File: src/rtl/alu_pipe_fifo.sv
// alu_pipe_fifo: parametrised ALU with an iterative shift-add multiplier and a first-word-fall-through result FIFO.
// Optional macro ALU_FLAGS_EN adds per-result {Z,C,N,V} flags on EX_FLAGS.
module alu_pipe_fifo #(
    parameter int DATA_WIDTH = 8,
    parameter int FIFO_DEPTH = 4
) (
    input  logic                      CLK,
    input  logic                      RST,
    input  logic                      ACT,
    output logic                      ALU_RDY,
    input  logic [3:0]                OP,
    input  logic [1:0]                MOVI,
    input  logic [DATA_WIDTH-1:0]     REG_A,
    input  logic [DATA_WIDTH-1:0]     REG_B,
    input  logic [DATA_WIDTH-1:0]     MEM,
    input  logic [DATA_WIDTH-1:0]     IMM,
    output logic [2*DATA_WIDTH-1:0]   EX_ALU,
    output logic                      EX_ALU_VLD,
    input  logic                      OUT_RDY
`ifdef ALU_FLAGS_EN
    ,
    output logic [3:0]                EX_FLAGS
`endif
);

    localparam int W  = DATA_WIDTH;
    localparam int RW = 2 * DATA_WIDTH;
    localparam int AW = $clog2(FIFO_DEPTH);
    localparam int CW = AW + 1;
    localparam int NW = $clog2(DATA_WIDTH + 1);
    localparam logic [CW:0]   DEPTH_C     = (CW+1)'(FIFO_DEPTH);
    localparam logic [NW-1:0] MUL_STEPS_C = NW'(DATA_WIDTH);
    localparam logic [NW-1:0] LAST_STEP_C = NW'(1);

    localparam logic [3:0] OP_ADD  = 4'd0;
    localparam logic [3:0] OP_SUB  = 4'd1;
    localparam logic [3:0] OP_MULT = 4'd2;
    localparam logic [3:0] OP_SHL  = 4'd3;
    localparam logic [3:0] OP_SHR  = 4'd4;
    localparam logic [3:0] OP_ROL  = 4'd5;
    localparam logic [3:0] OP_ROR  = 4'd6;
    localparam logic [3:0] OP_NOT  = 4'd7;
    localparam logic [3:0] OP_AND  = 4'd8;
    localparam logic [3:0] OP_OR   = 4'd9;
    localparam logic [3:0] OP_XOR  = 4'd10;
    localparam logic [3:0] OP_NAND = 4'd11;
    localparam logic [3:0] OP_NOR  = 4'd12;
    localparam logic [3:0] OP_XNOR = 4'd13;
    localparam logic [3:0] OP_INC  = 4'd14;
    localparam logic [3:0] OP_DEC  = 4'd15;

    typedef enum logic [0:0] {
        S_IDLE     = 1'b0,
        S_MUL_BUSY = 1'b1
    } state_t;

    state_t             state_q, state_d;
    logic               rst_q;
    logic [W-1:0]       opb_s;
    logic [W:0]         wide_s;
    logic [RW-1:0]      alu_res_s;
    logic               accept_s;
    logic               accept_mul_s;
    logic               mul_done_s;
    logic               inflight_s;
    logic [CW:0]        occ_s;

    logic [RW-1:0]      mcand_q;
    logic [W-1:0]       mplier_q;
    logic [RW-1:0]      acc_q;
    logic [RW-1:0]      acc_step_s;
    logic [NW-1:0]      cnt_q;

    logic               stage_vld_q;
    logic [RW-1:0]      stage_res_q;

    logic [RW-1:0]      fifo_mem_q [FIFO_DEPTH];
    logic [AW-1:0]      wr_ptr_q, rd_ptr_q;
    logic [CW-1:0]      count_q, count_d;
    logic               push_s, pop_s;

`ifdef ALU_FLAGS_EN
    logic [3:0]         alu_flags_s;
    logic [3:0]         mul_flags_s;
    logic               ovf_s;
    logic [3:0]         stage_flags_q;
    logic [3:0]         flag_mem_q [FIFO_DEPTH];
`endif

    // Operand B source select.
    always_comb begin
        case (MOVI)
            2'b00:   opb_s = REG_B;
            2'b01:   opb_s = MEM;
            2'b10:   opb_s = IMM;
            default: opb_s = '0;
        endcase
    end

    // Single-cycle datapath; bit W carries the carry or borrow where the op defines one.
    always_comb begin
        case (OP)
            OP_ADD:  wide_s = {1'b0, REG_A} + {1'b0, opb_s};
            OP_SUB:  wide_s = {1'b0, REG_A} - {1'b0, opb_s};
            OP_SHL:  wide_s = {1'b0, REG_A[W-2:0], 1'b0};
            OP_SHR:  wide_s = {2'b00, REG_A[W-1:1]};
            OP_ROL:  wide_s = {1'b0, REG_A[W-2:0], REG_A[W-1]};
            OP_ROR:  wide_s = {1'b0, REG_A[0], REG_A[W-1:1]};
            OP_NOT:  wide_s = {1'b0, ~REG_A};
            OP_AND:  wide_s = {1'b0, REG_A & opb_s};
            OP_OR:   wide_s = {1'b0, REG_A | opb_s};
            OP_XOR:  wide_s = {1'b0, REG_A ^ opb_s};
            OP_NAND: wide_s = {1'b0, ~(REG_A & opb_s)};
            OP_NOR:  wide_s = {1'b0, ~(REG_A | opb_s)};
            OP_XNOR: wide_s = {1'b0, ~(REG_A ^ opb_s)};
            OP_INC:  wide_s = {1'b0, REG_A} + {{W{1'b0}}, 1'b1};
            OP_DEC:  wide_s = {1'b0, REG_A} - {{W{1'b0}}, 1'b1};
            default: wide_s = '0;
        endcase
        alu_res_s = {{(W-1){1'b0}}, wide_s};
    end

`ifdef ALU_FLAGS_EN
    // Flag generation for single-cycle results and for the finished product.
    always_comb begin
        case (OP)
            OP_ADD:  ovf_s = (REG_A[W-1] == opb_s[W-1]) && (wide_s[W-1] != REG_A[W-1]);
            OP_SUB:  ovf_s = (REG_A[W-1] != opb_s[W-1]) && (wide_s[W-1] != REG_A[W-1]);
            OP_INC:  ovf_s = !REG_A[W-1] && wide_s[W-1];
            OP_DEC:  ovf_s = REG_A[W-1] && !wide_s[W-1];
            default: ovf_s = 1'b0;
        endcase
        alu_flags_s = {(wide_s == '0), wide_s[W], wide_s[W-1], ovf_s};
        mul_flags_s = {(acc_step_s == '0), (|acc_step_s[RW-1:W]), acc_step_s[W-1], 1'b0};
    end
`endif

    // Accept and readiness; an active multiply or a full stage register reserves a FIFO slot.
    always_comb begin
        inflight_s   = stage_vld_q || (state_q == S_MUL_BUSY);
        occ_s        = {1'b0, count_q} + {{CW{1'b0}}, inflight_s};
        ALU_RDY      = !RST && !rst_q && (state_q == S_IDLE) && (occ_s < DEPTH_C);
        accept_s     = ACT && ALU_RDY;
        accept_mul_s = accept_s && (OP == OP_MULT);
        acc_step_s   = acc_q + (mplier_q[0] ? mcand_q : {RW{1'b0}});
    end

    // Multiplier FSM next state: the last shift-add step hands the product to the stage register.
    always_comb begin
        state_d    = state_q;
        mul_done_s = 1'b0;
        case (state_q)
            S_IDLE: begin
                if (accept_mul_s) begin
                    state_d = S_MUL_BUSY;
                end else begin
                    state_d = S_IDLE;
                end
            end
            S_MUL_BUSY: begin
                if (cnt_q == LAST_STEP_C) begin
                    state_d    = S_IDLE;
                    mul_done_s = 1'b1;
                end else begin
                    state_d = S_MUL_BUSY;
                end
            end
            default: state_d = S_IDLE;
        endcase
    end

    // State register and reset trace used to hold ALU_RDY low for one cycle after reset.
    always_ff @(posedge CLK) begin
        rst_q <= RST;
        if (RST) begin
            state_q <= S_IDLE;
        end else begin
            state_q <= state_d;
        end
    end

    // Shift-add multiplier datapath.
    always_ff @(posedge CLK) begin
        if (RST) begin
            mcand_q  <= '0;
            mplier_q <= '0;
            acc_q    <= '0;
            cnt_q    <= '0;
        end else if (accept_mul_s) begin
            mcand_q  <= {{W{1'b0}}, REG_A};
            mplier_q <= opb_s;
            acc_q    <= '0;
            cnt_q    <= MUL_STEPS_C;
        end else if (state_q == S_MUL_BUSY) begin
            mcand_q  <= {mcand_q[RW-2:0], 1'b0};
            mplier_q <= {1'b0, mplier_q[W-1:1]};
            acc_q    <= acc_step_s;
            cnt_q    <= cnt_q - LAST_STEP_C;
        end
    end

    // Stage register: one result per cycle, always drained into the FIFO on the next edge.
    always_ff @(posedge CLK) begin
        if (RST) begin
            stage_vld_q   <= 1'b0;
            stage_res_q   <= '0;
`ifdef ALU_FLAGS_EN
            stage_flags_q <= 4'b0000;
`endif
        end else if (accept_s && !accept_mul_s) begin
            stage_vld_q   <= 1'b1;
            stage_res_q   <= alu_res_s;
`ifdef ALU_FLAGS_EN
            stage_flags_q <= alu_flags_s;
`endif
        end else if (mul_done_s) begin
            stage_vld_q   <= 1'b1;
            stage_res_q   <= acc_step_s;
`ifdef ALU_FLAGS_EN
            stage_flags_q <= mul_flags_s;
`endif
        end else begin
            stage_vld_q   <= 1'b0;
        end
    end

    // FIFO occupancy; readiness guarantees a free slot for every push.
    always_comb begin
        push_s = stage_vld_q;
        pop_s  = EX_ALU_VLD && OUT_RDY;
        case ({push_s, pop_s})
            2'b10:   count_d = count_q + CW'(1);
            2'b01:   count_d = count_q - CW'(1);
            default: count_d = count_q;
        endcase
    end

    // FIFO pointers and count.
    always_ff @(posedge CLK) begin
        if (RST) begin
            wr_ptr_q <= '0;
            rd_ptr_q <= '0;
            count_q  <= '0;
        end else begin
            if (push_s) begin
                wr_ptr_q <= wr_ptr_q + AW'(1);
            end
            if (pop_s) begin
                rd_ptr_q <= rd_ptr_q + AW'(1);
            end
            count_q <= count_d;
        end
    end

    // FIFO storage; contents are never visible while the FIFO is empty.
    always_ff @(posedge CLK) begin
        if (push_s && !RST) begin
            fifo_mem_q[wr_ptr_q] <= stage_res_q;
`ifdef ALU_FLAGS_EN
            flag_mem_q[wr_ptr_q] <= stage_flags_q;
`endif
        end
    end

    // First-word-fall-through head, forced to zero when empty or in reset.
    always_comb begin
        EX_ALU_VLD = !RST && (count_q != '0);
        if (EX_ALU_VLD) begin
            EX_ALU = fifo_mem_q[rd_ptr_q];
        end else begin
            EX_ALU = '0;
        end
`ifdef ALU_FLAGS_EN
        if (EX_ALU_VLD) begin
            EX_FLAGS = flag_mem_q[rd_ptr_q];
        end else begin
            EX_FLAGS = 4'b0000;
        end
`endif
    end

endmodule

File: config.mk
export PLATFORM = sky130hd
export DESIGN_NAME = alu_pipe_fifo
export DESIGN_NICKNAME = d
export VERILOG_FILES = /design/src/rtl/alu_pipe_fifo.sv
export SDC_FILE = /design/constraint.sdc
export NUM_CORES = 1
export LEC_CHECK = 0
export BUFFER_PORTS_ARGS = -buffer_cell sky130_fd_sc_hd__buf_2
export CORE_AREA = 3 3 138 140
export DETAILED_ROUTE_END_ITERATION = 10
export DIE_AREA = 0 0 141 143
export PLACE_DENSITY = 0.61
export SYNTH_ARGS = -nofsm -noshare
export SYNTH_HDL_FRONTEND = slang
export SYNTH_SLANG_ARGS = --single-unit
File: constraint.sdc
create_clock -name CLK -period 5.1 [get_ports CLK]
set_input_delay 1.02 -clock CLK [delete_from_list [all_inputs] [get_ports CLK]]
set_output_delay 1.02 -clock CLK [all_outputs]
set_load 0.01 [all_outputs]
Word level (Yosys, flattened, before mapping)
Memory sizes are Yosys's and may differ from the RTL's. A register that Yosys moved wholly into a read port is not among the register bits.
Cells that the tools add are included.
Word-level totals
  output and inout port bits: 18
  input bits: 42
  bits in writable memories: 64
  register bits: 70
  word-level logic and storage cells: 100
  memories kept: 1
Memories
  fifo_mem_q: words 4, bits a word 16, rd ports 1, clocked after memory_dff 1, wr ports 1, RTL line 77  | logic [RW-1:0] fifo_mem_q [FIFO_DEPTH];
Operators by class
  add/sub/neg operators: 11
  bitwise gates (word level): 8
  $lt $le $gt $ge: 1
  muxes and demuxes: 24
  eq/ne operators: 20
  reduce and logical (&&, ||, !) cells: 21
Operators by type and width (number)
  $pmux W9 S15: 1
  $eq A4 B4 Y1 const B: 8
  $mux W16: 2
  $mux W8: 4
  $not A8 Y8: 4
  $pmux W8 S3: 1
  $mux W9: 2
  $add A16 B16 Y16: 1
  $eq A4 B3 Y1 const B: 4
  $add A8 B1 Y9 const B: 1
  $add A8 B8 Y9: 1
  $logic_and A1 B1 Y1: 9
  $sub A8 B1 Y9 const B: 1
  $sub A8 B8 Y9: 1
  $and A8 B8 Y8: 1
  $eq A4 B1 Y1 const B: 2
  $eq A4 B2 Y1 const B: 2
  $mux W1: 8
  $mux W4: 2
  $or A8 B8 Y8: 1
  $xor A8 B8 Y8: 1
  $pmux W3 S2: 1
  $reduce_bool A2 Y1: 3
  $add A2 B1 Y2 const B: 2
  other kinds (16): 22

Depth between registers and ports, before layout
  depth in word-level cells: 9
  mapped depth: 19

Worst setup path before layout
OpenSTA, ideal clock, no wires.
  path kind: input to register
  from: in MOVI[0]
  to: reg stage_res_q[7]
  cell stages on the path: 18
  data arrival time: 3.989 ns
  required time: 5.008 ns
  path slack: 1.019 ns
  buffers on the path: 2
  path through: buf_2 nor2b_1 buf_6 o2bb2ai_1 inv_1 ha_1 a21oi_1 nor2_1 a221o_1 inv_1 ha_1 nor2b_1 o21ai_0 a21oi_1 o41ai_1 xor2_1 o2111a_1 nor4_1
Between the ends
  longest elaborated chain between the ends: 6
Ends and longest elaborated chain
  start, declared: RTL line 12  | input logic [1:0] MOVI,
  $eq A2 B2 Y1, or another cell as far along: RTL line 92  | case (MOVI)
  $pmux W8 S3 (*): RTL line 92
  branches (longest 2 deep; another with $sub A8 B8 Y9)
  $pmux W9 S15 (*): RTL line 102  | case (OP)
  $mux W9 (*): RTL line 210  | end else if (accept_s && !accept_mul_s) begin
  end signal, assigned: RTL line 212  | stage_res_q <= alu_res_s;
  end signal, assigned: RTL line 218  | stage_res_q <= acc_step_s;
  end, declared: RTL line 75  | logic [RW-1:0] stage_res_q;
Every way passes the cells marked *.
A chain may end at the register's enable or synchronous reset.

Worst setup path in the final report
Ends and elaborated chain as after synthesis.

==> impl_metrics.toml <==
[critical_path]
r2r_end = "acc_q[15]"
end_kind = "register"
worstPathRequired_ns = 5.42
reg2regPathDepth = 10
rrSetupSlack_ns = 2.05
worst_setup_path_start_kind = "primary input"
worstPathMaxFanout = 9
worstSetupPathType = "primary input to register"
critPathArrivalTime_ns = 4.60
r2r_start = "mplier_q[0]"

[global_route]
grt-busiest-layer = "met2"
met3_usage_pct = 3.42
antenna_found_initial = 0
grt_pass1_vias = 5913
grt_pass1_wl_um = 31600
grtUsageMet2_pct = 30.5
grt_overflow = 0
globalRouteMet1Util_pct = 28.3
grt_max_degree = 55
track_usage_pct = 19.6

[pwr]
p_int_mw = 2.06
p_sw_share_pct = 24.0
total_power_mw = 2.71
pwr-share-seq_pct = 42.8
clock_power_share_pct = 45.0
vdd_ir_drop_max_mv = 0.219
p_leak_nw = 3.54
power_switching_uw = 650
pwr_density_cell_nw_per_um2 = 297
combPwrFrac_pct = 12.2

[layout]
drive_gt1_share_pct = 15.2
syn2layout_area_growth_pct = 13.0
fill_cells = 1693
nets = 961
diodes = 0

[routing]
postRouteAntennaNets = 0
wl_per_cell_um = 17.5
wl_um = 19400
via_per_inst = 5.68
drt_iter0_drc = 578
vias = 6316
drc_errors = 0
first_pass_iters = 5

[floorplan]
start_util_pct = 45.0
dieWidth_um = 141
die_area_sq_um = 20200
io_pins = 60
core_area_sq_um = 18000
row_count = 49
die_h_um = 143

[placement]
io_buffers = 59
dp_hpwl_um = 13800
gp_congestion = 0.953

[logic_synthesis]
synth_edf_count = 64
synth_area_sq_um = 8080
yosysTopAreaCellShare_pct = 23.8
yosysSeqAreaShare_pct = 41.6
synth_nets = 918
synth_ff_type = "dfxtp_1"
synth_area_leaders = "edfxtp_1 24%, dfxtp_1 18%, ha_1 7.3%"
synth_area_per_cell_sq_um = 9.78
ys_types = 68
synthArstFlopShare_pct = 0
synth_top_area_cell = "edfxtp_1"
syn_inst = 826
ys_seq_elements = 136
synth_warnings = 0

[clock_tree]
cts_hold_buffers = 0
clock_path_buffers = 2
cts.sinks = 136
cts_buffers = 17
cts_max_level = 4
cts_tree = "yes"
postCtsSetupRepairBufs = 0
clk_latency_ns = 0.41
cts_resized = 0
cts.clk_slew.worst_paths_ns = 0.06
cts-root-buf = "clkbuf_16"

[min_path]
holdPathEnd = "mplier_q[1]"
hold_path_class = "register to register"
hp-start = "mplier_q[1]"
whs_path_depth = 2

[sta]
slew_viol_final = 0
finalSetupTns_ns = 0
fmax_ghz = 0.234
worstMarginPinSlew_ns = 1.08
finalCritPeriodShare_pct = 84.0
grt_setup_unrepaired = "false"
hold_viol = 0
period_needed_ns = 4.28
fin_worst_skew_ns = 0.00628
slew_headroom_pct = 27.9
setup_viol = 0

[outcome]
outcome = "finished, final reports clean"

[job]
drv_cap = 0
==> metal layers <==
metal,vias up,share of wire [%]
met5,-,0
met4,0,1.5
met3,18,5.0
met2,172,46
met1,3014,48
li1,3112,-
==> per-stage QoR <==
step	hold slack, ns	std cells	worst slack (ns)	util (%)	cell area, sq um
floorplan	0.436	826	1.02	-	8080
global placement	0.452	1079	0.510	47.5	8530
detailed placement	0.455	1079	0.396	47.5	8530
CTS	0.464	1111	0.815	50.8	9120
global route	0.506	1111	0.286	50.8	9120
finish	0.463	1111	0.818	50.8	9120
==> sequential cells by signal (all words and copies together), names as in the netlist, named ones only <==
name         flops
fifo_mem_q      64
push_s           1
mplier_q         8
mcand_q         16
rst_q            1
count_q          3
acc_q           16
state_q          1
rd_ptr_q         2
stage_res_q     16
cnt_q            4
wr_ptr_q         2
==> synthesized netlist by cell type, types with 11 or more instances <==
cell,instances
a211oi_1,19
mux4_2,16
nand2_1,54
inv_1,33
edfxtp_1,64
a221oi_1,11
and2_1,38
nand2b_1,15
nand3_1,17
nor2_1,91
xnor2_1,15
clkbuf_1,29
a21oi_1,55
mux2i_1,50
xor2_1,11
o21ai_0,38
dfxtp_1,72
ha_1,47
o22ai_1,11
nor2b_1,11
nor3_1,11
==> power by group through the flow <==
stage               logic (mW)  registers, mW  clock network (mW)
detailed placement       0.325           1.18                   0
global placement         0.324           1.18                   0
finish                   0.331           1.16                1.22
CTS                      0.326           1.16                1.24
floorplan                0.238           1.18                   0
global route             0.369           1.16                1.30
==> cells by family after synthesis <==
logic type	synth area share [%]
adder cells (fa/ha/maj)	8.03
buffers and inverters	4.49
flip-flops	41.6
AND/OR/NAND/NOR	17.1
XOR/XNOR	2.82
AO/OA/AOI/OAI	15.0
multiplexers	10.9
==> final cells by class <==
cell class / instances / area (sq um) / area share (%)
multi-input cells: 608 / 4360 / 47.7
flip-flops and latches: 136 / 3360 / 36.9
clock buffers: 20 / 447 / 4.90
repair buffers: 72 / 393 / 4.31
well taps: 229 / 287 / 3.14
clock inverters: 12 / 149 / 1.63
inverters: 34 / 128 / 1.40
==> layout by cell type, fill, tap and decap left out, drive strengths merged, types with 5 or more instances in the layout <==
cell type  Yosys  layout
nand4          7       7
nor2b         11      11
nand3         19      19
a21oi         60      60
o211ai         6       6
dfxtp         72      72
clkbuf        29      20
nand2         54      54
o22ai         11      11
nand2b        16      16
nor3          12      12
a221oi        11      11
edfxtp        64      64
a31oi          5       5
o31ai          5       5
buf           19      72
a211oi        19      19
inv           34      36
o21ai         38      38
and2          38      38
xnor2         15      15
mux4          16      16
xor2          11      11
ha            47      47
and3           6       6
clkinv         0       7
mux2i         50      50
nor2          92      92
==> worst max-delay path by stage <==
| stage | from | to | slack [ns] |
|---|---|---|---|
| floorplan | MOVI[0] | stage_res_q[7] | 1.02 |
| global placement | MOVI[1] | stage_res_q[7] | 0.51 |
| CTS | MOVI[1] | stage_res_q[7] | 0.82 |
| detailed placement | MOVI[1] | stage_res_q[7] | 0.40 |
| finish | MOVI[0] | stage_res_q[7] | 0.82 |
| global route | MOVI[0] | stage_res_q[7] | 0.29 |
==> critical path, stage by stage <==
cell	delay, ns
buf_2	0.16
nor2b_1	0.61
a21oi_1	0.32
ha_1	0.36
a21oi_1	0.12
nor2_1	0.05
a221o_1	0.32
inv_1	0.07
ha_1	0.21
nor2b_1	0.13
o21ai_0	0.25
a21oi_1	0.15
o41ai_1	0.33
xor2_1	0.11
o2111a_1	0.24
nor4_1	0.14
No activity file was read; power rests on OpenSTA's default activity.
